### config.mk
export PLATFORM = sky130hd
export DESIGN_NAME = bla_poly_sequencer
export DESIGN_NICKNAME = d
export VERILOG_FILES = /design/src/rtl/bla_pkg.sv /design/src/rtl/bla_vertex_store.sv /design/src/rtl/bla_poly_sequencer.sv
export SDC_FILE = /design/constraint.sdc
export NUM_CORES = 1
export LEC_CHECK = 0
export CAP_MARGIN = 20
export CORE_MARGIN = 2
export CORE_UTILIZATION = 40
export CTS_CLUSTER_SIZE = 30
export DETAILED_ROUTE_END_ITERATION = 10
export HOLD_SLACK_MARGIN = 0.03
export MAX_ROUTING_LAYER = met4
export PLACE_DENSITY = 0.72
export SLEW_MARGIN = 30
export SYNTH_ARGS = -nofsm -noshare
export SYNTH_HDL_FRONTEND = slang
export SYNTH_SLANG_ARGS = --single-unit
### constraint.sdc
create_clock -name clk -period 5.25 [get_ports clk]
set_input_delay 1.3125 -clock clk [delete_from_list [all_inputs] [get_ports clk]]
set_output_delay 1.3125 -clock clk [all_outputs]
set_load 0.02 [all_outputs]
### src/rtl/bla_pkg.sv
// Shared types and constants for the polygon edge sequencer and its vertex store.
// Vertex layout matches the packed command bus: x in the upper half, y in the lower half.
package bla_pkg;

  localparam int MAX_VERT = 8;
  localparam int COORD_W  = 8;
  localparam int NV_W     = $clog2(MAX_VERT + 1);
  localparam int IDX_W    = $clog2(MAX_VERT);
  localparam int VERT_W   = 2 * COORD_W;
  localparam int VERTS_W  = MAX_VERT * VERT_W;

  typedef struct packed {
    logic [COORD_W-1:0] x;
    logic [COORD_W-1:0] y;
  } vertex_t;

  typedef enum logic [2:0] {
    S_IDLE  = 3'd0,
    S_CHECK = 3'd1,
    S_CLEAR = 3'd2,
    S_ISSUE = 3'd3,
    S_WAIT  = 3'd4,
    S_FIN   = 3'd5,
    S_ERR   = 3'd6
  } seq_state_t;

  // Successor vertex index; wraps at the command's vertex count, not at MAX_VERT.
  function automatic logic [IDX_W-1:0] next_idx(input logic [IDX_W-1:0] k,
                                                input logic [NV_W-1:0]  nvert);
    logic [IDX_W-1:0] r;
    if (NV_W'(k) + NV_W'(1) == nvert) r = '0;
    else                              r = k + IDX_W'(1);
    return r;
  endfunction

endpackage

### src/rtl/bla_vertex_store.sv
// Holds the vertex array of the current polygon command and presents the endpoints
// of edge k (v[k] and its modulo-nvert successor) combinationally.
module bla_vertex_store
  import bla_pkg::*;
(
  input  logic               clk,
  input  logic               rst,
  input  logic               load_i,
  input  logic [VERTS_W-1:0] verts_i,
  input  logic [NV_W-1:0]    nvert_i,
  input  logic [IDX_W-1:0]   k_i,
  output vertex_t            va_o,
  output vertex_t            vb_o
);

  vertex_t          verts_q [MAX_VERT];
  logic [IDX_W-1:0] kn;

  always_ff @(posedge clk or posedge rst) begin
    if (rst) begin
      for (int i = 0; i < MAX_VERT; i++) verts_q[i] <= '0;
    end else if (load_i) begin
      for (int i = 0; i < MAX_VERT; i++) verts_q[i] <= verts_i[i*VERT_W +: VERT_W];
    end
  end

  assign kn   = next_idx(k_i, nvert_i);
  assign va_o = verts_q[k_i];
  assign vb_o = verts_q[kn];

endmodule

### src/rtl/bla_poly_sequencer.sv
// Polygon edge sequencer: accepts one polygon command, clears the line buffer once,
// then issues one line request per edge to the line engine and ends with done or error.
module bla_poly_sequencer
  import bla_pkg::*;
#(
  parameter int TIMEOUT = 8192
) (
  input  logic               clk,
  input  logic               rst,
  // Command handshake: a command transfers on a rising edge where cmd_valid && cmd_ready.
  // cmd_ready is high only in IDLE; command fields are ignored when no transfer occurs.
  input  logic               cmd_valid,
  output logic               cmd_ready,
  input  logic [NV_W-1:0]    cmd_nvert,
  input  logic               cmd_closed,
  input  logic [VERTS_W-1:0] cmd_verts,
  output logic               buf_clear,
  output logic               line_start,
  output logic [COORD_W-1:0] line_x0,
  output logic [COORD_W-1:0] line_y0,
  output logic [COORD_W-1:0] line_x1,
  output logic [COORD_W-1:0] line_y1,
  input  logic               line_done,
  output logic               poly_done,
  output logic               poly_err,
  output logic               busy,
  output seq_state_t         dbg_state
);

  localparam int TMO_W = (TIMEOUT > 2) ? $clog2(TIMEOUT) : 1;

  seq_state_t       state_q, state_d;
  logic [IDX_W-1:0] k_q, k_d;
  logic [NV_W-1:0]  e_q, e_d;
  logic [NV_W-1:0]  nvert_q, nvert_d;
  logic             closed_q, closed_d;
  logic [TMO_W-1:0] tmo_q, tmo_d;
  logic             load;
  logic             last_edge;
  logic             coord_en;
  vertex_t          va, vb;

  bla_vertex_store u_store (
    .clk     (clk),
    .rst     (rst),
    .load_i  (load),
    .verts_i (cmd_verts),
    .nvert_i (nvert_q),
    .k_i     (k_q),
    .va_o    (va),
    .vb_o    (vb)
  );

  always_ff @(posedge clk or posedge rst) begin
    if (rst) begin
      state_q  <= S_IDLE;
      k_q      <= '0;
      e_q      <= '0;
      nvert_q  <= '0;
      closed_q <= 1'b0;
      tmo_q    <= '0;
    end else begin
      state_q  <= state_d;
      k_q      <= k_d;
      e_q      <= e_d;
      nvert_q  <= nvert_d;
      closed_q <= closed_d;
      tmo_q    <= tmo_d;
    end
  end

  // e_q is at least 1 whenever the edge states are reachable, so the subtraction cannot wrap.
  assign last_edge = (NV_W'(k_q) == e_q - NV_W'(1));

  always_comb begin
    state_d    = state_q;
    k_d        = k_q;
    e_d        = e_q;
    nvert_d    = nvert_q;
    closed_d   = closed_q;
    tmo_d      = tmo_q;
    load       = 1'b0;
    cmd_ready  = 1'b0;
    busy       = 1'b1;
    buf_clear  = 1'b0;
    line_start = 1'b0;
    poly_done  = 1'b0;
    poly_err   = 1'b0;
    case (state_q)
      S_IDLE: begin
        cmd_ready = 1'b1;
        busy      = 1'b0;
        if (cmd_valid) begin
          load     = 1'b1;
          nvert_d  = cmd_nvert;
          closed_d = cmd_closed;
          state_d  = S_CHECK;
        end
      end
      S_CHECK: begin
        if (nvert_q < NV_W'(2) || nvert_q > NV_W'(MAX_VERT)) begin
          state_d = S_ERR;
        end else begin
          // Two vertices never form a closing edge; that would just retrace v1->v0.
          e_d     = (closed_q && nvert_q >= NV_W'(3)) ? nvert_q : nvert_q - NV_W'(1);
          k_d     = '0;
          state_d = S_CLEAR;
        end
      end
      S_CLEAR: begin
        buf_clear = 1'b1;
        state_d   = S_ISSUE;
      end
      S_ISSUE: begin
        if (va == vb) begin
          if (last_edge) state_d = S_FIN;
          else           k_d     = k_q + IDX_W'(1);
        end else begin
          line_start = 1'b1;
          tmo_d      = '0;
          state_d    = S_WAIT;
        end
      end
      S_WAIT: begin
        if (line_done) begin
          if (last_edge) begin
            state_d = S_FIN;
          end else begin
            k_d     = k_q + IDX_W'(1);
            state_d = S_ISSUE;
          end
        end else if (tmo_q == TMO_W'(TIMEOUT - 1)) begin
          state_d = S_ERR;
        end else begin
          tmo_d = tmo_q + TMO_W'(1);
        end
      end
      S_FIN: begin
        poly_done = 1'b1;
        state_d   = S_IDLE;
      end
      S_ERR: begin
        poly_err = 1'b1;
        state_d  = S_IDLE;
      end
      default: state_d = S_IDLE;
    endcase
  end

  // Endpoints only leave zero while an edge is being issued or drawn; k is frozen in WAIT.
  assign coord_en  = (state_q == S_ISSUE) || (state_q == S_WAIT);
  assign line_x0   = coord_en ? va.x : '0;
  assign line_y0   = coord_en ? va.y : '0;
  assign line_x1   = coord_en ? vb.x : '0;
  assign line_y1   = coord_en ? vb.y : '0;
  assign dbg_state = state_q;

endmodule

== After elaboration in Yosys (flattened, before gate mapping) ==
Cells that the tools add are included.
W data, S select, Z words.

* Input bits: 137
* Bits in registers: 156
* Output and inout port bits: 41
* Logic and storage cells: 103

* $add $sub $neg: 5
* Reductions and logical operators: 11
* Bitwise logic cells: 3
* Magnitude comparators: 5
* Equal/unequal tests: 19
* Muxes and demuxes: 38

{| class="wikitable"
|+ Operators with widths
! kind !! count
|-
| $bmux W16 S3 || 2
|-
| $mux W16 || 4
|-
| $mux W13 || 3
|-
| $mux W3 || 12
|-
| $mux W8 || 4
|-
| $pmux W13 S2 || 1
|-
| $eq A16 B16 Y1 || 1
|-
| $pmux W3 S5 || 1
|-
| $ne A2 B2 Y1 const B || 7
|-
| $add A13 B1 Y13 const B || 1
|-
| $eq A13 B13 Y1 const B || 1
|-
| $eq A3 B3 Y1 const B || 3
|-
| $mux W1 || 9
|-
| $pmux W3 S3 || 1
|-
| $ge A4 B4 Y1 const B || 2
|-
| $not A3 Y4 || 2
|-
| $reduce_and A4 Y1 || 2
|-
| $sub A4 B1 Y4 const B || 2
|-
| $eq A3 B2 Y1 const B || 2
|-
| $ne A3 B3 Y1 const B || 2
|-
| $add A3 B1 Y4 const B || 1
|-
| $eq A3 B4 Y1 || 1
|-
| $eq A4 B4 Y1 || 1
|-
| $ge A4 B2 Y1 const B || 1
|-
| other kinds (13) || 15
|}

== Longest topological paths before layout ==
* Depth in word-level cells: 10
* Mapped depth: 16
* Gate-level depth less buffers: 11

== By module ==
A second synthesis with hierarchy kept.

* Cell total of the unflattened synthesis: 790
* Area total of the unflattened synthesis: 9270.1 sq um

{| class="wikitable"
|+ Modules (own cells, without submodules)
! module !! times used !! sequential area each (sq um) !! area an instance (sq um) !! cells each
|-
| bla_vertex_store || 1 || 3203.1 || 7234.4 || 561
|-
| bla_poly_sequencer || 1 || 700.7 || 2035.7 || 229
|}

== Worst setup path after synthesis ==
No wires, ideal clock.

* Path type: register to output
* From: register k_q[0]
* To: output port line_start
* Stages on the path, launching flop included: 14
* Slack: 0.691 ns
* Required time: 3.938 ns
* Arrival time: 3.246 ns
* Buffers on the path: 3
* Cell sequence: dfrtp_1 ha_1 buf_2 xor2_1 and3_1 buf_4 o21ai_2 mux2i_1 nor3b_1 or4_1 nor4_1 nand3_1 o31a_1 buf_2

* Cells in the longest elaborated chain, start to end: 10
* Elaborated cells on any way between the ends: 15
* Those cells by class: add/sub (2); eq/ne (2); mux (9); bitwise (2)

{| class="wikitable"
|+ Ends and longest elaborated chain
! item !! RTL line !! RTL
|-
| from (decl) || bla_poly_sequencer.sv:33 || <nowiki>logic [IDX_W-1:0] k_q, k_d;</nowiki>
|-
| from (signal assigned) || bla_poly_sequencer.sv:64 || <nowiki>k_q <= k_d;</nowiki>
|-
| $add A3 B1 Y4 || bla_pkg.sv:31 || <nowiki>if (NV_W'(k) + NV_W'(1) == nvert) r = '0;</nowiki>
|-
| $eq A4 B4 Y1 || bla_pkg.sv:31 ||
|-
| $mux W3 || bla_pkg.sv:31 ||
|-
| $not A3 Y4 (not written as such) || bla_vertex_store.sv:29 || <nowiki>assign vb_o = verts_q[kn];</nowiki>
|-
| $bmux W16 S3 || bla_vertex_store.sv:29 ||
|-
| $mux W16 (not written as such) (2 in series) || bla_vertex_store.sv:29 ||
|-
| $eq A16 B16 Y1 (*) || bla_poly_sequencer.sv:115 || <nowiki>if (va == vb) begin</nowiki>
|-
| $mux W1 (*) || bla_poly_sequencer.sv:115 ||
|-
| $mux W1 (*) || bla_poly_sequencer.sv:89 || <nowiki>case (state_q)</nowiki>
|-
| to (decl) || bla_poly_sequencer.sv:18 || <nowiki>output logic line_start,</nowiki>
|}

Mark *: on every way between the ends. The rest lies on a longest branch, timed or not. The select of a mux whose other input is x is not followed.

== Worst setup path after layout ==
Same ends and word-level chain as after synthesis.

==> results.md <==
- Of the synthesized area, sequential elements account for 39.7%.
- The fill cell instance count of the final layout is 2147.
- By area, the combinational part of the netlist is dominated by multiplexers.
- The tool flagged a number of max-cap violations equal to 0.
- The critical path required time is 3940 ps.
- The post-synthesis cell area is 0.00982 mm^2.
- The share of the core filled with cells is 53.5%.
- The post-synthesis average cell area is 10.7 um^2.
- The compound-cell area share of the yosys netlist is 13.3%.
- The worst setup path is of the flip-flop to output pin kind.
- The number of global-route vias before repair is 8472.
- In this run the power density over the cells is 713 mW/mm^2.
- The sum of net half-perimeters after detailed placement is 22.1 mm.
- The most critical setup path has its endpoint at line_start.
- The cell count after synthesis is 915.
- The count of different cell masters after synthesis is 71.
- The starting density of the core is 40.5%.
- Data on the critical path arrives at its endpoint at 3820 ps.
- The worst slew margin relative to its limit is 49.3%.
- In this run the number of H-tree levels came out at 4.
- The height of the die is 161 um.
- In the final layout, flip-flops and latches occupy 0.00391 mm^2.
- Before antenna repair, the detailed router went through 5 iterations.
- The routed metal-1 wire length is 13.1 mm.
- The number of antenna repair diodes is 0.
- Final hold analysis gives a worst-case slack of 502 ps.
- In the detailed route, the total length drawn on met3 is 2.09 mm.
- The overall die width is 161 um.
- For this run, the number of Yosys warnings is 0.
- Routed signal wires occupy layers up through met4.
- The number of failing hold endpoints at the final stage came to 0.
- For the pin with the worst max-slew slack, the measured transition is 761 ps.
- The origin of the worst setup path is k_q[0].
- In this run, the number of DRC markers left after iteration 0 of detailed routing was 796.
- Summing all multi-input logic gate instances after layout gives 0.00565 mm^2.
- dfrtp_1 takes more of the synthesized area than any other cell.
- The root cell of the clock tree is clkbuf_16.
- The master of the slowest instance on the critical path is or4_1.
- After detailed routing, the average wire length per cell comes to 21.0 um.
- The overall routed net length is 30.3 mm.
- The first-pass GRT wire length is 47.4 mm.
- The post-route netlist has 25.9% of its cells at a drive strength greater than 1.
- The total power is 9.26 mW.
- The number of pins exceeding their max-slew limit in the final report was 0.
- The number of nets produced by synthesis is 1057.
- The area share of xor/xnor cells in the synthesized design is 2.90%.
- The number of ports placed on the die boundary is 178.
- The most common cell in the synthesized netlist is dfrtp_1.
- The worst slack after detailed placement is 95.2 ps.
- The total number of vias is 8421.
- The insertion delay of the later-clocked pin in the worst-skew pair is 440 ps.
- For the worst flop-to-flop path, the logic depth is 12.
- By count the netlist is led by dfrtp_1, mux2_2, nor2_1.
- The growth of design area from synthesis to finish is 32.1%.
- The count of cells in the finished layout, fillers not included, comes to 1444.
- Summed over all failing endpoints, the final setup total negative slack is 0 ps.
- The number of cells after detailed placement is 1405.
- Counting flops and latches in the post-synthesis netlist gives 156.
- The total met2 wirelength after detailed routing is 14.5 mm.
- The setup violation total in the final timing report is 0.
- In this run the number of cells on the critical path is 11.
- The final layout contains 1249 nets.
- The total overflow left after global routing is 0.
- The leakage power total is 5.17 nW.
- The critical path startpoint category is a flip-flop.
- The number of buffers and inverters on the critical path is 1.
- The post-layout worst setup margin is 119 ps.
- The floorplan step defined a die boundary enclosing 0.0258 mm^2.
- The floorplan has 57 rows.
- The run finished with clean final reports.
- The maximum fanout along the worst path is 7.
- The number of antenna violations at the first check in global routing is 0.
- The post-synthesis share of cell area spent on and, or, nand and nor gates is 11.5%.
- The type of the tightest min-delay check is flip-flop to flip-flop.
- The setup check on the worst reg-to-reg path leaves a slack of 1350 ps.
- In this design, the stage delay of the slowest critical-path cell is 540 ps.
- The final critical path takes up 97.7% of the cycle.
- The total global-route track usage is 24.5%.
- Clock-pin slew was measured on the worst setup and hold paths at 70 ps.
- The maximum number of pins on one net before global-route repair is 85.
- In the synthesized netlist, mux cells make up 28.4% of the area.
- Setup repair after global routing left no endpoint under its margin.
- After synthesis, the cell types taking the most area are dfrtp_1, mux2_2, mux4_2.
- After layout, the minimum clock period comes to 5130 ps.
- The maximum clock skew at final layout is 7.88 ps.
- In this run the critical register-to-register path is captured at k_q[1].
- Summing the areas of all fa, ha and maj instances in the mapped netlist gives 0.637% of the synthesized area.
- The finished cells cover 0.0130 mm^2.
- The clock drives 156 sinks.
- The worst-case IR drop observed on VDD is 0.319 mV.
- The worst setup path is captured at an output pin.
- Counting along the longest clock path gives a buffer depth of 2.
- The total clock buffers created by CTS is 17.
- The critical path goes through ha_4 -> xor2_1 -> a211oi_4 -> o21ai_4 -> mux2i_2 -> nor3b_1 -> or4_1 -> nor4_2 -> nand3_1 -> o31a_1 -> clkbuf_2.
- The share of the synthesized area in the top cell type is 39.7%.
- The count of flip-flops with a built-in enable after synthesis is 0.
- The launching point of the worst reg2reg path is k_q[0].
- TritonCTS built the clock tree.
- Of all flip-flops after synthesis, the portion carrying an async set or reset was 100%.
- The count of buffers added on input and output ports is 177.
- Timing would allow up to 0.195 GHz.
- The most instantiated flip-flop cell in the synthesis netlist is dfrtp_1.
- The core region is 0.0242 mm^2.
- Dividing the detail-routed via count by the number of cells gives 5.83.
- The gate family responsible for the most delay along the worst path is simple AND/OR/NAND/NOR gates.
- Routability-driven placement finished with a final weighted congestion of 0.960.
- The detailed-route DRC error count is 0.
- The remaining antenna violation count is 0.
- The placement-stage cell area is 0.0122 mm^2.
## state kept, by name, summed over array words and instances (netlist names)
signal and count:
tmo_q 13, k_q 3, closed_q 1, nvert_q 4, dbg_state 3, u_store.verts_q 128, e_q 4
## how the worst min path moves through the flow
stage	cells after the start	to	slack, ps	from
after global routing	2	tmo_q[12]	530	tmo_q[12]
after global placement	2	tmo_q[12]	480	tmo_q[12]
after floorplan	2	tmo_q[12]	470	tmo_q[12]
after CTS	2	tmo_q[12]	510	tmo_q[12]
after detailed placement	2	tmo_q[12]	490	tmo_q[12]
final	2	tmo_q[12]	500	tmo_q[12]
## worst register-to-register path, stage by stage (launching register included)
cell	delay [ps]
dfrtp_2	460
ha_4	360
xor2_1	140
a211oi_4	380
o21ai_4	160
mux2i_2	230
nor3b_1	100
or4_1	540
nor4_2	280
nand3_1	190
o31a_1	370
buf_4	200
a221o_1	370
## power by group
group	internal [mW]	total [mW]	switching, mW
combinational	2.69	5.55	2.86
clock	0.756	1.30	0.545
sequential	1.77	2.40	0.631
## cell families (layout without fill, tap and decap cells)
group,after synthesis,in the layout
mux,221,221
flops,156,156
compound gates,186,186
xor+xnor,31,31
fa+ha+maj,5,5
simple gates,233,233
buf+inv,83,288
## placed cells by master (no fill, tap or decap), types with 5 or more instances in the layout
| cell | n |
|---|---|
| o211ai_1 | 9 |
| a221oi_1 | 5 |
| mux2_2 | 138 |
| and3_1 | 6 |
| nor2b_1 | 11 |
| nand2_1 | 57 |
| o31ai_1 | 5 |
| clkdlybuf4s50_1 | 176 |
| nand2b_1 | 12 |
| a211oi_1 | 22 |
| dfrtp_1 | 154 |
| a21oi_1 | 33 |
| and2_1 | 9 |
| nand3_1 | 12 |
| nand4_1 | 9 |
| o21ai_0 | 33 |
| o22ai_1 | 6 |
| mux4_2 | 32 |
| mux2i_1 | 50 |
| xor2_1 | 15 |
| buf_4 | 50 |
| nor3b_1 | 5 |
| clkbuf_16 | 17 |
| a22oi_1 | 8 |
| xnor2_1 | 13 |
| or3_1 | 6 |
| inv_1 | 17 |
| nor2_1 | 70 |
| nor3_1 | 20 |
| a31oi_1 | 6 |
## cell type report
type,instances,share of cell area [%]
Multi-Input combinational cell,676,43.5
Sequential cell,156,30.1
Timing Repair Buffer,236,17.9
Clock buffer,17,3.28
Tap cell,324,3.12
Clock inverter,15,1.44
Inverter,20,0.607
## routing by layer
metal,vias to the layer above,global-route usage [%]
li1,3785,-
met1,4250,32.7
met2,346,38.9
met3,40,4.24
met4,0,6.78
met5,-,-
## timing repair
item	in CTS	in global routing
pin swaps	2	3
setup buffers	2	3
cloned	2	0
gates resized for setup	14	6
hold buffers	0	0
endpoints found under the setup margin	1	1
Note: power is estimated with default switching activity, not from simulation.
